===== config.mk =====
export PLATFORM = sky130hd
export DESIGN_NAME = hilo_unit_flat
export DESIGN_NICKNAME = d
export VERILOG_FILES = /design/src/rtl/hilo_if.sv /design/src/rtl/hilo_unit.sv /design/src/flat_wrapper.sv
export SDC_FILE = /design/constraint.sdc
export NUM_CORES = 1
export LEC_CHECK = 0
export ABC_AREA = 0
export CORE_UTILIZATION = 25
export CTS_CLUSTER_DIAMETER = 200
export DETAILED_ROUTE_END_ITERATION = 10
export RECOVER_POWER = 25
export SETUP_SLACK_MARGIN = 0.3
export SYNTH_ARGS = -nofsm -noshare
export SYNTH_HDL_FRONTEND = slang
export SYNTH_SLANG_ARGS = --single-unit
export TNS_END_PERCENT = 100

===== constraint.sdc =====
create_clock -name clk -period 1.95 [get_ports clk]
set_clock_uncertainty 0.05 [all_clocks]
set_input_delay 0.39 -clock clk [delete_from_list [all_inputs] [get_ports clk]]
set_output_delay 0.39 -clock clk [all_outputs]
set_load 0.005 [all_outputs]

===== src/rtl/hilo_if.sv =====
// hilo_if: op issue, HI/LO read and multiplier_blk request/response bundle for hilo_unit.
interface hilo_if #(parameter int WIDTH = 32);
  logic             op_valid;
  logic [1:0]       op_sel;
  logic [WIDTH-1:0] op_a;
  logic [WIDTH-1:0] op_b;
  logic             op_ready;
  logic             rd_req;
  logic             rd_sel;
  logic [WIDTH-1:0] rd_data;
  logic             rd_valid;
  logic             stall;
  logic [WIDTH-1:0] hi;
  logic [WIDTH-1:0] lo;
  logic             err;
  logic             mul_valid_in;
  logic             mul_lo_hi;
  logic [WIDTH-1:0] mul_a;
  logic [WIDTH-1:0] mul_b;
  logic [WIDTH-1:0] mul_result;
  logic             mul_valid_out;
  modport master (
    output op_valid, op_sel, op_a, op_b, rd_req, rd_sel, mul_result, mul_valid_out,
    input  op_ready, rd_data, rd_valid, stall, hi, lo, err, mul_valid_in, mul_lo_hi, mul_a, mul_b
  );
  modport slave (
    input  op_valid, op_sel, op_a, op_b, rd_req, rd_sel, mul_result, mul_valid_out,
    output op_ready, rd_data, rd_valid, stall, hi, lo, err, mul_valid_in, mul_lo_hi, mul_a, mul_b
  );
endinterface


===== src/rtl/hilo_unit.sv =====
// hilo_unit: HI/LO register pair; MULT runs as two multiplier_blk requests committed atomically.
// Define HILO_BYPASS_EN to let a stalled read complete from the multiplier result in the commit cycle.
module hilo_unit #(
  parameter int WIDTH       = 32,
  parameter int MUL_TIMEOUT = 16
) (
  input logic   clk,
  input logic   rst_n,
  hilo_if.slave bus
);
  localparam int CW = $clog2(MUL_TIMEOUT + 1);
  typedef enum logic [2:0] {IDLE, REQ_LO, WAIT_LO, REQ_HI, WAIT_HI} state_t;
  state_t           state;
  logic [WIDTH-1:0] hi, lo, lo_shadow, mul_a, mul_b;
  logic             err;
  logic [CW-1:0]    cnt;
  logic             timed_out;
  assign timed_out = cnt == CW'(MUL_TIMEOUT - 1);
  always_ff @(posedge clk or negedge rst_n) begin
    if (!rst_n) begin
      state     <= IDLE;
      hi        <= '0;
      lo        <= '0;
      lo_shadow <= '0;
      mul_a     <= '0;
      mul_b     <= '0;
      err       <= 1'b0;
      cnt       <= '0;
    end else begin
      case (state)
        IDLE: if (bus.op_valid) begin
          if (bus.op_sel == 2'b00) begin
            mul_a <= bus.op_a;
            mul_b <= bus.op_b;
            state <= REQ_LO;
          end else if (bus.op_sel == 2'b01) hi <= bus.op_a;
          else if (bus.op_sel == 2'b10) lo <= bus.op_a;
        end
        REQ_LO: begin
          cnt   <= '0;
          state <= WAIT_LO;
        end
        WAIT_LO: if (bus.mul_valid_out) begin
          lo_shadow <= bus.mul_result;
          state     <= REQ_HI;
        end else if (timed_out) begin
          err   <= 1'b1;
          state <= IDLE;
        end else cnt <= cnt + 1'b1;
        REQ_HI: begin
          cnt   <= '0;
          state <= WAIT_HI;
        end
        WAIT_HI: if (bus.mul_valid_out) begin
          hi    <= bus.mul_result;
          lo    <= lo_shadow;
          state <= IDLE;
        end else if (timed_out) begin
          err   <= 1'b1;
          state <= IDLE;
        end else cnt <= cnt + 1'b1;
        default: state <= IDLE;
      endcase
    end
  end
  assign bus.op_ready     = state == IDLE;
  assign bus.mul_valid_in = state == REQ_LO || state == REQ_HI;
  assign bus.mul_lo_hi    = state == REQ_LO;
  assign bus.mul_a        = mul_a;
  assign bus.mul_b        = mul_b;
  assign bus.hi           = hi;
  assign bus.lo           = lo;
  assign bus.err          = err;
  assign bus.rd_valid     = bus.rd_req && !bus.stall;
`ifdef HILO_BYPASS_EN
  logic commit;
  assign commit      = state == WAIT_HI && bus.mul_valid_out;
  assign bus.stall   = bus.rd_req && state != IDLE && !commit;
  assign bus.rd_data = commit ? (bus.rd_sel ? bus.mul_result : lo_shadow) : (bus.rd_sel ? hi : lo);
`else
  assign bus.stall   = bus.rd_req && state != IDLE;
  assign bus.rd_data = bus.rd_sel ? hi : lo;
`endif
endmodule


===== src/flat_wrapper.sv =====
// flat-port wrapper written by rule: the top's interface ports become plain ports
module hilo_unit_flat 
#(
  parameter int WIDTH       = 32,
  parameter int MUL_TIMEOUT = 16
)
  (clk, rst_n, bus_op_valid, bus_op_sel, bus_op_a, bus_op_b, bus_rd_req, bus_rd_sel, bus_mul_result, bus_mul_valid_out, bus_op_ready, bus_rd_data, bus_rd_valid, bus_stall, bus_hi, bus_lo, bus_err, bus_mul_valid_in, bus_mul_lo_hi, bus_mul_a, bus_mul_b);
  hilo_if #(.WIDTH(WIDTH)) bus_i ();
  input logic clk;
  input logic rst_n;
  input wire logic [$bits(bus_i.op_valid)-1:0] bus_op_valid;
  input wire logic [$bits(bus_i.op_sel)-1:0] bus_op_sel;
  input wire logic [$bits(bus_i.op_a)-1:0] bus_op_a;
  input wire logic [$bits(bus_i.op_b)-1:0] bus_op_b;
  input wire logic [$bits(bus_i.rd_req)-1:0] bus_rd_req;
  input wire logic [$bits(bus_i.rd_sel)-1:0] bus_rd_sel;
  input wire logic [$bits(bus_i.mul_result)-1:0] bus_mul_result;
  input wire logic [$bits(bus_i.mul_valid_out)-1:0] bus_mul_valid_out;
  output wire logic [$bits(bus_i.op_ready)-1:0] bus_op_ready;
  output wire logic [$bits(bus_i.rd_data)-1:0] bus_rd_data;
  output wire logic [$bits(bus_i.rd_valid)-1:0] bus_rd_valid;
  output wire logic [$bits(bus_i.stall)-1:0] bus_stall;
  output wire logic [$bits(bus_i.hi)-1:0] bus_hi;
  output wire logic [$bits(bus_i.lo)-1:0] bus_lo;
  output wire logic [$bits(bus_i.err)-1:0] bus_err;
  output wire logic [$bits(bus_i.mul_valid_in)-1:0] bus_mul_valid_in;
  output wire logic [$bits(bus_i.mul_lo_hi)-1:0] bus_mul_lo_hi;
  output wire logic [$bits(bus_i.mul_a)-1:0] bus_mul_a;
  output wire logic [$bits(bus_i.mul_b)-1:0] bus_mul_b;
  assign bus_i.op_valid = bus_op_valid;
  assign bus_i.op_sel = bus_op_sel;
  assign bus_i.op_a = bus_op_a;
  assign bus_i.op_b = bus_op_b;
  assign bus_i.rd_req = bus_rd_req;
  assign bus_i.rd_sel = bus_rd_sel;
  assign bus_i.mul_result = bus_mul_result;
  assign bus_i.mul_valid_out = bus_mul_valid_out;
  assign bus_op_ready = bus_i.op_ready;
  assign bus_rd_data = bus_i.rd_data;
  assign bus_rd_valid = bus_i.rd_valid;
  assign bus_stall = bus_i.stall;
  assign bus_hi = bus_i.hi;
  assign bus_lo = bus_i.lo;
  assign bus_err = bus_i.err;
  assign bus_mul_valid_in = bus_i.mul_valid_in;
  assign bus_mul_lo_hi = bus_i.mul_lo_hi;
  assign bus_mul_a = bus_i.mul_a;
  assign bus_mul_b = bus_i.mul_b;
  hilo_unit #(.WIDTH(WIDTH), .MUL_TIMEOUT(MUL_TIMEOUT)) u_core (.clk(clk), .rst_n(rst_n), .bus(bus_i));
endmodule

==> metrics, run 1 <==
Placed Area 11000 µm²; Final #Nets 1183; cell count after synthesis 631; # fillers 2568; critical path depth 8; CP max-delay cell dfrtp_1; Final period util 97.7%; Worst-Skew Late Latency 0.42 ns; Initial Util 25.7%; WHS 0.428 ns; max incr delay on CP 0.42 ns; critical path class reg2reg; IO Port Bufs 269; startpoint types register; Placement Setup Slack -0.169 ns; Max clock buf depth 2; routed len/inst 18.5 µm; Num CTS Buffers 17; Die Wd 174 µm; Final HPWL DP 15600 µm; post-synthesis mux area share 20.0%; worst setup margin 0.0452 ns; total gr overflow 0; Yosys top cell by area dfrtp_1; CTS Sinks 169; vias per inst 4.55; DRT antenna net count 0; Min-Delay Path Class in2async; Mapped Area 7420 µm²; cells along the critical path buf_6, buf_6, mux2i_4, a2111oi_4, buf_6, buf_12, clkbuf_16, a21oi_2; final instance area 14000 µm²; DIE AREA 30400 µm²; Seq/Total Area, Yosys 57.0%; Largest delay share family, worst path buffers and inverters; area share of fa/ha/maj cells after synthesis 0.337%; pwr/cell area 1610 nW/µm²; cell mode on critical path buf_6; vias in the first global route 6928; Crit path buffers/inverters 5; leakage 6.61 nW; min Tclk post-route 1.90 ns; most frequent cells in the layout dfrtp_1, clkdlybuf4s50_1, buf_4; Top FF cell, synth dfrtp_1; endpoints failing setup 0; H-tree depth 4; status finished, final reports clean; RD Place Congestion 0.748; r2r startpoint u_core.state[2]; largest net degree at the start of global routing 51; simple-gate area share of the yosys netlist 8.82%; library cells used by synthesis 37; compound-cell area share of the yosys netlist 11.1%; top cells by area, synth dfrtp_1, mux2_2, a21oi_1; CP Capture Point u_core.bus.hi[1]; root buf cell clkbuf_16; Layout area overhead 88.0%; layout cells sized above 1 44.7%; Worst EP required 2.21 ns; FF-to-FF End u_core.bus.hi[1]; initial antenna violation count 0; core area 28900 µm²; initial DRC count 293; DRT Pass-1 Iters 4; Tot Pwr 0.0225 W; Worst Setup SP u_core.state[2]; worst vdd ir 0.000650 V; Worst slew margin 47.3%; Slew @ Worst Pin 0.790 ns; routed vias 6707; Critical Path AT 2.16 ns; Clk pin slew, worst setup/hold paths 0.07 ns; DRC Markers 0; Rows 62; FF-to-FF path depth 8; Slew Limit Fails 0; I/O pin count 270; height of the die 174 µm; Post-synth EDFFs 0; RSZ-0062 raised after global routing true; total number of yosys warnings 0; syn_nets 737; CP Max Fanout 7; WL final 27200 µm; largest family of logic cells by synthesized area multiplexers; Post-Synth XOR/XNOR Area 0%; max-cap viol count 0; final hold vios 0; CP endpoint kind register; most common cell after layout, fill and taps aside dfrtp_1; worst reg2reg setup slack 0.05 ns; first-pass GRT wire length 39400 µm; Avg Cell Area, Syn 11.8 µm²; CTS tree built; Post-synth ARST share 100%; FMAX 525 MHz; Yosys reg bits 169; top cell type's share of synthesized area 57.0%; Overall Global Routing Usage 16.9%
what timing repair did:
action                     4_1_cts  5_1_grt
resized for setup              341      259
setup endpoints to repair      331      256
pin swaps                       16        7
gates cloned                     7        8
hold endpoints to repair        43        0
setup buffers                  110       29
hold buffers                     1        0
cell type report:
cell class	count	area (µm²)	share of cell area (%)
Multi-Input combinational cell	417	3760	26.9
Clock inverter	14	163	1.17
Tap cell	384	480	3.44
Timing Repair Buffer	467	4870	34.9
Inverter	5	22.5	0.161
Sequential cell	169	4230	30.3
Clock buffer	17	425	3.05
Antenna cell	1	2.50	0.0179
through the flow:
stage / cells / TNS, ns / utilization [%]
after floorplan: 631 / 0 / -
after global placement: 1287 / -9.96 / 38.0
after detailed placement: 1287 / -12.43 / 38.0
after CTS: 1436 / 0 / 43.9
after global routing: 1473 / -0.0813 / 48.2
final: 1474 / 0 / 48.2
routing by layer:
metal | track usage, % | up-vias | routed length [µm]
met5 | 0 | - | 0
met4 | 4.09 | 0 | 244
met3 | 3.98 | 18 | 1490
met2 | 28.5 | 216 | 13500
met1 | 21.7 | 3362 | 12000
li1 | - | 3111 | -
cells by family after synthesis:
group           Yosys count
mux                     132
compound gates          148
flops                   169
simple gates            134
fa+ha+maj                 2
buf+inv                  46
worst reg2reg max path: cells and delay by family (launching register included):
family	cells	cell delay [ns]
buffers and inverters	5	0.76
flip-flops	1	0.42
AO/OA/AOI/OAI	2	0.36
multiplexers	1	0.19
synth_stat cells (2+ instances only):
cell	count
a21oi_1	132
or2_2	2
and2b_1	2
clkbuf_1	16
o21ai_0	2
o221ai_1	3
nor3b_1	2
nor3_1	3
nor2b_1	32
buf_2	19
nand2b_1	4
a2111oi_4	2
nor2_1	73
buf_4	2
ha_1	2
mux2_2	129
inv_1	5
and2_1	2
buf_1	4
dfrtp_1	169
nand2_1	6
mux2i_1	3
nor4_1	2
o41ai_1	2
worst min path at each step:
stage               depth (start not counted)  slack (ns)              endpoint           start
floorplan                                   0        0.04        u_core.bus.err           rst_n
global placement                            1        0.35   u_core.bus.mul_b[9]           rst_n
detailed placement                          1        0.35  u_core.bus.mul_a[20]           rst_n
CTS                                         2        0.44        u_core.bus.err  u_core.bus.err
global route                                2        0.46   u_core.bus.mul_b[9]           rst_n
finish                                      2        0.43  u_core.bus.mul_a[20]           rst_n
power breakdown:
| part | switching (W) | internal [W] | total [W] |
|---|---|---|---|
| clock | 0.00156 | 0.00192 | 0.00348 |
| combinational | 0.00477 | 0.00785 | 0.0126 |
| sequential | 0.00109 | 0.00528 | 0.00637 |
| total | 0.00743 | 0.0150 | 0.0225 |
registers in the layout, summed over array words and instances (netlist names):
| signal | count |
|---|---|
| u_core.bus.mul_a | 32 |
| u_core.cnt | 5 |
| u_core.state | 3 |
| u_core.bus.mul_b | 32 |
| u_core.bus.err | 1 |
| u_core.bus.hi | 32 |
| u_core.lo_shadow | 32 |
| u_core.bus.lo | 32 |
(Power assumes the default switching activity.)
==> run 2: changes to the inputs <==
--- a/config.mk
+++ b/config.mk
@@ -6,6 +6,7 @@
 export NUM_CORES = 1
 export LEC_CHECK = 0
 export ABC_AREA = 0
+export CORE_MARGIN = 2
 export CORE_UTILIZATION = 25
 export CTS_CLUSTER_DIAMETER = 200
 export DETAILED_ROUTE_END_ITERATION = 10
==> constraint.sdc (replaced) <==
create_clock -name clk -period 2.2 [get_ports clk]
set_clock_uncertainty 0.05 [all_clocks]
set_input_delay 0.44 -clock clk [delete_from_list [all_inputs] [get_ports clk]]
set_output_delay 0.44 -clock clk [all_outputs]
set_load 0.005 [all_outputs]
==> run 2 against run 1 <==
Net effect:
- sequential cell count unchanged
- non-clock buffer count is 73 lower
- worst setup slack improved by 0.21 ns
- clock-buffer cell count grew 1
- wire length up 0.65%
- critical path depth shrank 2
- critical endpoint is now bus_rd_data[10]
- largest power group unchanged
- highest routed layer unchanged
==> metrics, run 2 (same netlist as run 1, synthesis figures left out) <==
min Tclk post-route 1.94 ns; max-cap viol count 0; DIE AREA 31100 µm²; Worst slew margin 51.8%; height of the die 176 µm; Layout area overhead 72.6%; CP Max Fanout 3; CP endpoint kind output pin; Critical Path AT 1.45 ns; CP max-delay cell dlygate4sd2_1; final hold vios 0; Initial Util 25.2%; most frequent cells in the layout clkdlybuf4s50_1, dfrtp_1, a21oi_1; root buf cell clkbuf_16; Final #Nets 1110; cell mode on critical path buf_12; leakage 5.60 nW; Worst-Skew Late Latency 0.42 ns; Cells after DPL 1279; FF-to-FF path depth 7; FF/Latch Area 4230 µm²; endpoints failing setup 0; Final period util 88.2%; Clk pin slew, worst setup/hold paths 0.07 ns; Rows 63; worst hold stages 2; # fillers 2793; Slew @ Worst Pin 0.723 ns; Final HPWL DP 15400 µm; most common cell after layout, fill and taps aside clkdlybuf4s50_1; Die Wd 176 µm; routed len/inst 19.5 µm; vias in the first global route 6437; Slew Limit Fails 0; Overall Global Routing Usage 16.0%; worst vdd ir 0.000527 V; largest net degree at the start of global routing 57; DRT Pass-1 Iters 4; status finished, final reports clean; Largest delay share family, worst path buffers and inverters; Non-Filler Instances 1407; multi-input logic area 3270 µm²; RSZ-0062 raised after global routing true; Max clock buf depth 2; FMAX 515 MHz; core area 29400 µm²; max incr delay on CP 0.26 ns; RD Place Congestion 0.744; initial antenna violation count 0; critical path class in2out; CTS Sinks 169; H-tree depth 4; critical path depth 6; startpoint types input pin; DRT antenna net count 0; WHS 0.420 ns; Inserted Diodes 0; I/O pin count 270; layout cells sized above 1 32.7%; first-pass GRT wire length 37600 µm; IO Port Bufs 269; Worst EP required 1.71 ns; pwr/cell area 1430 nW/µm²; DRC Markers 0; vias per inst 4.57; Num CTS Buffers 17; WL final 27400 µm; Crit path buffers/inverters 5; total gr overflow 0; initial DRC count 291; Min-Delay Path Class reg2reg; cells along the critical path buf_12, buf_16, buf_4, buf_12, mux2_2, dlygate4sd2_1; routed vias 6429; CTS tree built
## run 2: layer usage
layer  GRT usage [%]  part of all wire, %  up-vias
met5               0                    0        -
li1                -                    -     2978
met4            3.37                 0.93        0
met3            4.31                  6.3       17
met2            26.5                   49      213
met1            21.0                   44     3221
## run 2: final timing paths
path | start | to | slack (ns)
max | bus_rd_sel | bus_rd_data[10] | 0.26
min reg2reg | u_core.bus.err | u_core.bus.err | 0.42
max reg2reg | u_core.state[2] | u_core.lo_shadow[24] | 0.29
max in group asynchronous | rst_n | u_core.bus.mul_a[3] | 0.44
min in group asynchronous | rst_n | u_core.cnt[3] | 0.53
min | u_core.bus.err | u_core.bus.err | 0.42
## run 2: tightest hold or removal path, delay by kind of cell (launching register included)
family | cells | cell delay [ns]
buffers and inverters | 1 | 0.05
DFF | 1 | 0.34
AOI/OAI and AO/OA | 1 | 0.05
## run 2: timing repair
action	CTS	global route
setup buffers	60	21
setup endpoints to repair	122	111
hold endpoints to repair	48	0
hold buffers	1	0
pin swaps	8	9
cloned	5	9
resized for setup	71	121
## run 2: layout make-up
type / count / area share (%)
clock buffer: 18 / 3.35
clock inverter: 14 / 1.45
inverter: 5 / 0.147
multi-input combinational: 417 / 25.5
sequential: 169 / 33.1
tap: 390 / 3.81
timing repair buffer: 394 / 32.7
## run 2: where the power goes
part / leakage [nW] / switching [W] / internal, W
Sequential: 1.95 / 0.000980 / 0.00468
Clock: 0.296 / 0.00139 / 0.00182
Combinational: 3.35 / 0.00364 / 0.00574
Total: 5.60 / 0.00601 / 0.0122
## run 2: through the flow
| stage | area, µm² | worst slack, ns | util [%] | total power (W) | TNS (ns) |
|---|---|---|---|---|---|
| detailed placement | 10800 | -0.0427 | 36.9 | 0.0132 | -0.463 |
| global route | 12800 | 0.199 | 43.6 | 0.0194 | 0 |
| finish | 12800 | 0.260 | 43.6 | 0.0183 | 0 |
| CTS | 12100 | 0.109 | 41.3 | 0.0176 | 0 |
| floorplan | 7470 | 0.301 | - | 0.00878 | 0 |
| global placement | 10800 | 0.0180 | 36.9 | 0.0131 | 0 |
==> run 3: changes to the inputs <==
--- a/config.mk
+++ b/config.mk
@@ -7,9 +7,10 @@
 export LEC_CHECK = 0
 export ABC_AREA = 0
 export CORE_MARGIN = 2
-export CORE_UTILIZATION = 25
+export CORE_UTILIZATION = 48
 export CTS_CLUSTER_DIAMETER = 200
 export DETAILED_ROUTE_END_ITERATION = 10
+export PLACE_DENSITY = 0.85
 export RECOVER_POWER = 25
 export SETUP_SLACK_MARGIN = 0.3
 export SYNTH_ARGS = -nofsm -noshare
==> run 3 against run 2 <==
Net effect:
- clock power fell by 6.2%
- critical path type is now reg2out
- sequential cell count is the same
- critical endpoint is now bus_rd_valid
- worst hold slack gained 0.0026 ns
- final cell count decreased by 17%
- wire length fell by 12%
==> metrics, run 3 (same netlist as run 1, synthesis figures left out) <==
Final period util 91.6%; vias in the first global route 6871; Cells after DPL 1071; min Tclk post-route 2.01 ns; height of the die 128 µm; DRT antenna net count 0; Switching Fraction 32.5%; Max clock buf depth 2; Worst slew margin 17.5%; most common cell after layout, fill and taps aside clkdlybuf4s50_1; Worst EP required 1.71 ns; largest net degree at the start of global routing 47; startpoint types register; cells along the critical path nor3_4, buf_4, and2_1, clkdlybuf4s15_1; first-pass GRT wire length 36500 µm; H-tree depth 4; leakage 5.33 nW; Die Wd 128 µm; most frequent cells in the layout clkdlybuf4s50_1, dfrtp_1, a21oi_1; # fillers 841; root buf cell clkbuf_16; worst hold stages 2; Non-Filler Instances 1173; Largest delay share family, worst path flip-flops; total negative slack 0 ns; CTS tree built; FF-to-FF path depth 7; multi-input logic area 3130 µm²; Overall Global Routing Usage 29.1%; vias per inst 5.56; WL final 24200 µm; layout cells sized above 1 28.4%; P_int 0.0117 W; Slew Limit Fails 0; Initial Util 49.0%; clock power share 17.4%; DRC Markers 0; total gr overflow 0; DRT Pass-1 Iters 5; CP Max Fanout 4; DIE AREA 16500 µm²; Layout area overhead 62.1%; status finished, final reports clean; Final HPWL DP 14200 µm; Rows 45; Placed Area 10600 µm²; Num CTS Buffers 17; worst reg2reg setup slack 0.28 ns; Final #Nets 1080; routed vias 6518; worst vdd ir 0.000790 V; CP Capture Point bus_rd_valid; pwr/cell area 1440 nW/µm²; Min-Delay Path Class reg2reg; RD Place Congestion 0.785; FF/Latch Area 4230 µm²; critical path depth 4; RSZ-0062 raised after global routing true; Worst Setup SP u_core.state[2]; r2r startpoint u_core.cnt[0]; endpoints failing setup 0; FF-to-FF End u_core.cnt[3]; IO Port Bufs 269; Crit path buffers/inverters 2; core area 15100 µm²; max-cap viol count 0; CP max-delay cell dfrtp_2; Switch Pwr 0.00563 W; Inserted Diodes 0; I/O pin count 270; FMAX 496 MHz; final hold vios 0; final instance area 12000 µm²; initial antenna violation count 0; utilization after layout 79.4%; critical path class reg2out; CP endpoint kind output pin; sequential share of power 33.1%; Comb power frac 49.5%; Worst-Skew Late Latency 0.42 ns; initial DRC count 429; routed len/inst 20.6 µm; Critical Path AT 1.52 ns; CTS Sinks 169; max incr delay on CP 0.45 ns; Clk pin slew, worst setup/hold paths 0.07 ns; Slew @ Worst Pin 1.24 ns
==> run 3: changes by cell type in the layout (fill, tap and decap cells not counted), sizes merged <==
| cell | before | now |
|---|---|---|
| dlymetal6s2s | 50 | 47 |
| clkinvlp | 2 | 1 |
| bufbuf | 0 | 1 |
| clkinv | 3 | 4 |
| dlygate4sd2 | 20 | 26 |
| buf | 112 | 97 |
| clkdlybuf4s15 | 6 | 8 |
| or2 | 3 | 2 |
| inv | 11 | 5 |
| clkdlybuf4s50 | 184 | 182 |
| clkbuf | 39 | 25 |
==> run 3: timing repair <==
item	in CTS	in global routing
endpoints found under the setup margin	71	120
cloned	4	1
buffers inserted	57	9
pin swaps	8	12
endpoints found under the hold margin	42	0
hold buffers	1	0
resized for setup	63	77
==> run 3: power by group through the flow <==
stage	clock, W	combinational (W)	sequential [W]
after global placement	0	0.00716	0.00575
after global routing	0.00319	0.00917	0.00589
after CTS	0.00306	0.00832	0.00565
after floorplan	0	0.00314	0.00564
after detailed placement	0	0.00736	0.00583
final	0.00301	0.00857	0.00573
==> run 3: area by class of cell <==
type                       count  share of cell area [%]
clock buffer                  22                    3.86
clock inverter                 8                    1.01
inverter                       5                   0.156
multi-input combinational    416                    26.0
sequential                   169                    35.2
tap                          188                    1.96
timing repair buffer         365                    31.8
==> run 3: tightest hold or removal path, cell delays in order (launching register included) <==
cell and delay (ns):
dfrtp_1 0.34, inv_1 0.04, o41ai_1 0.05
==> run 3: worst min-delay path by stage <==
| stage | to | start | slack, ns |
|---|---|---|---|
| 6_report | u_core.bus.err | u_core.bus.err | 0.42 |
| 5_1_grt | u_core.bus.mul_b[13] | u_core.bus.mul_b[13] | 0.46 |
| 4_1_cts | u_core.bus.err | u_core.bus.err | 0.42 |
| 3_5_place_dp | u_core.bus.mul_b[20] | rst_n | 0.36 |
| 3_3_place_gp | u_core.bus.mul_b[24] | rst_n | 0.36 |
| 2_1_floorplan | u_core.bus.err | rst_n | 0.09 |
==> run 3: per-stage QoR <==
stage               worst slack [ns]  total power (W)  hold WS, ns
global route                   0.118           0.0183        0.464
floorplan                      0.301          0.00878       0.0944
global placement              0.0495           0.0129        0.361
detailed placement           -0.0238           0.0132        0.361
CTS                            0.159           0.0170        0.420
finish                         0.186           0.0173        0.423
==> run 3: metal layers <==
metal	wire length (µm)	global-route usage, %	vias to the layer above
met2	12500	51.0	311
li1	-	-	2903
met4	674	11.0	0
met3	1820	7.82	50
met5	0	0	-
met1	9180	34.3	3254
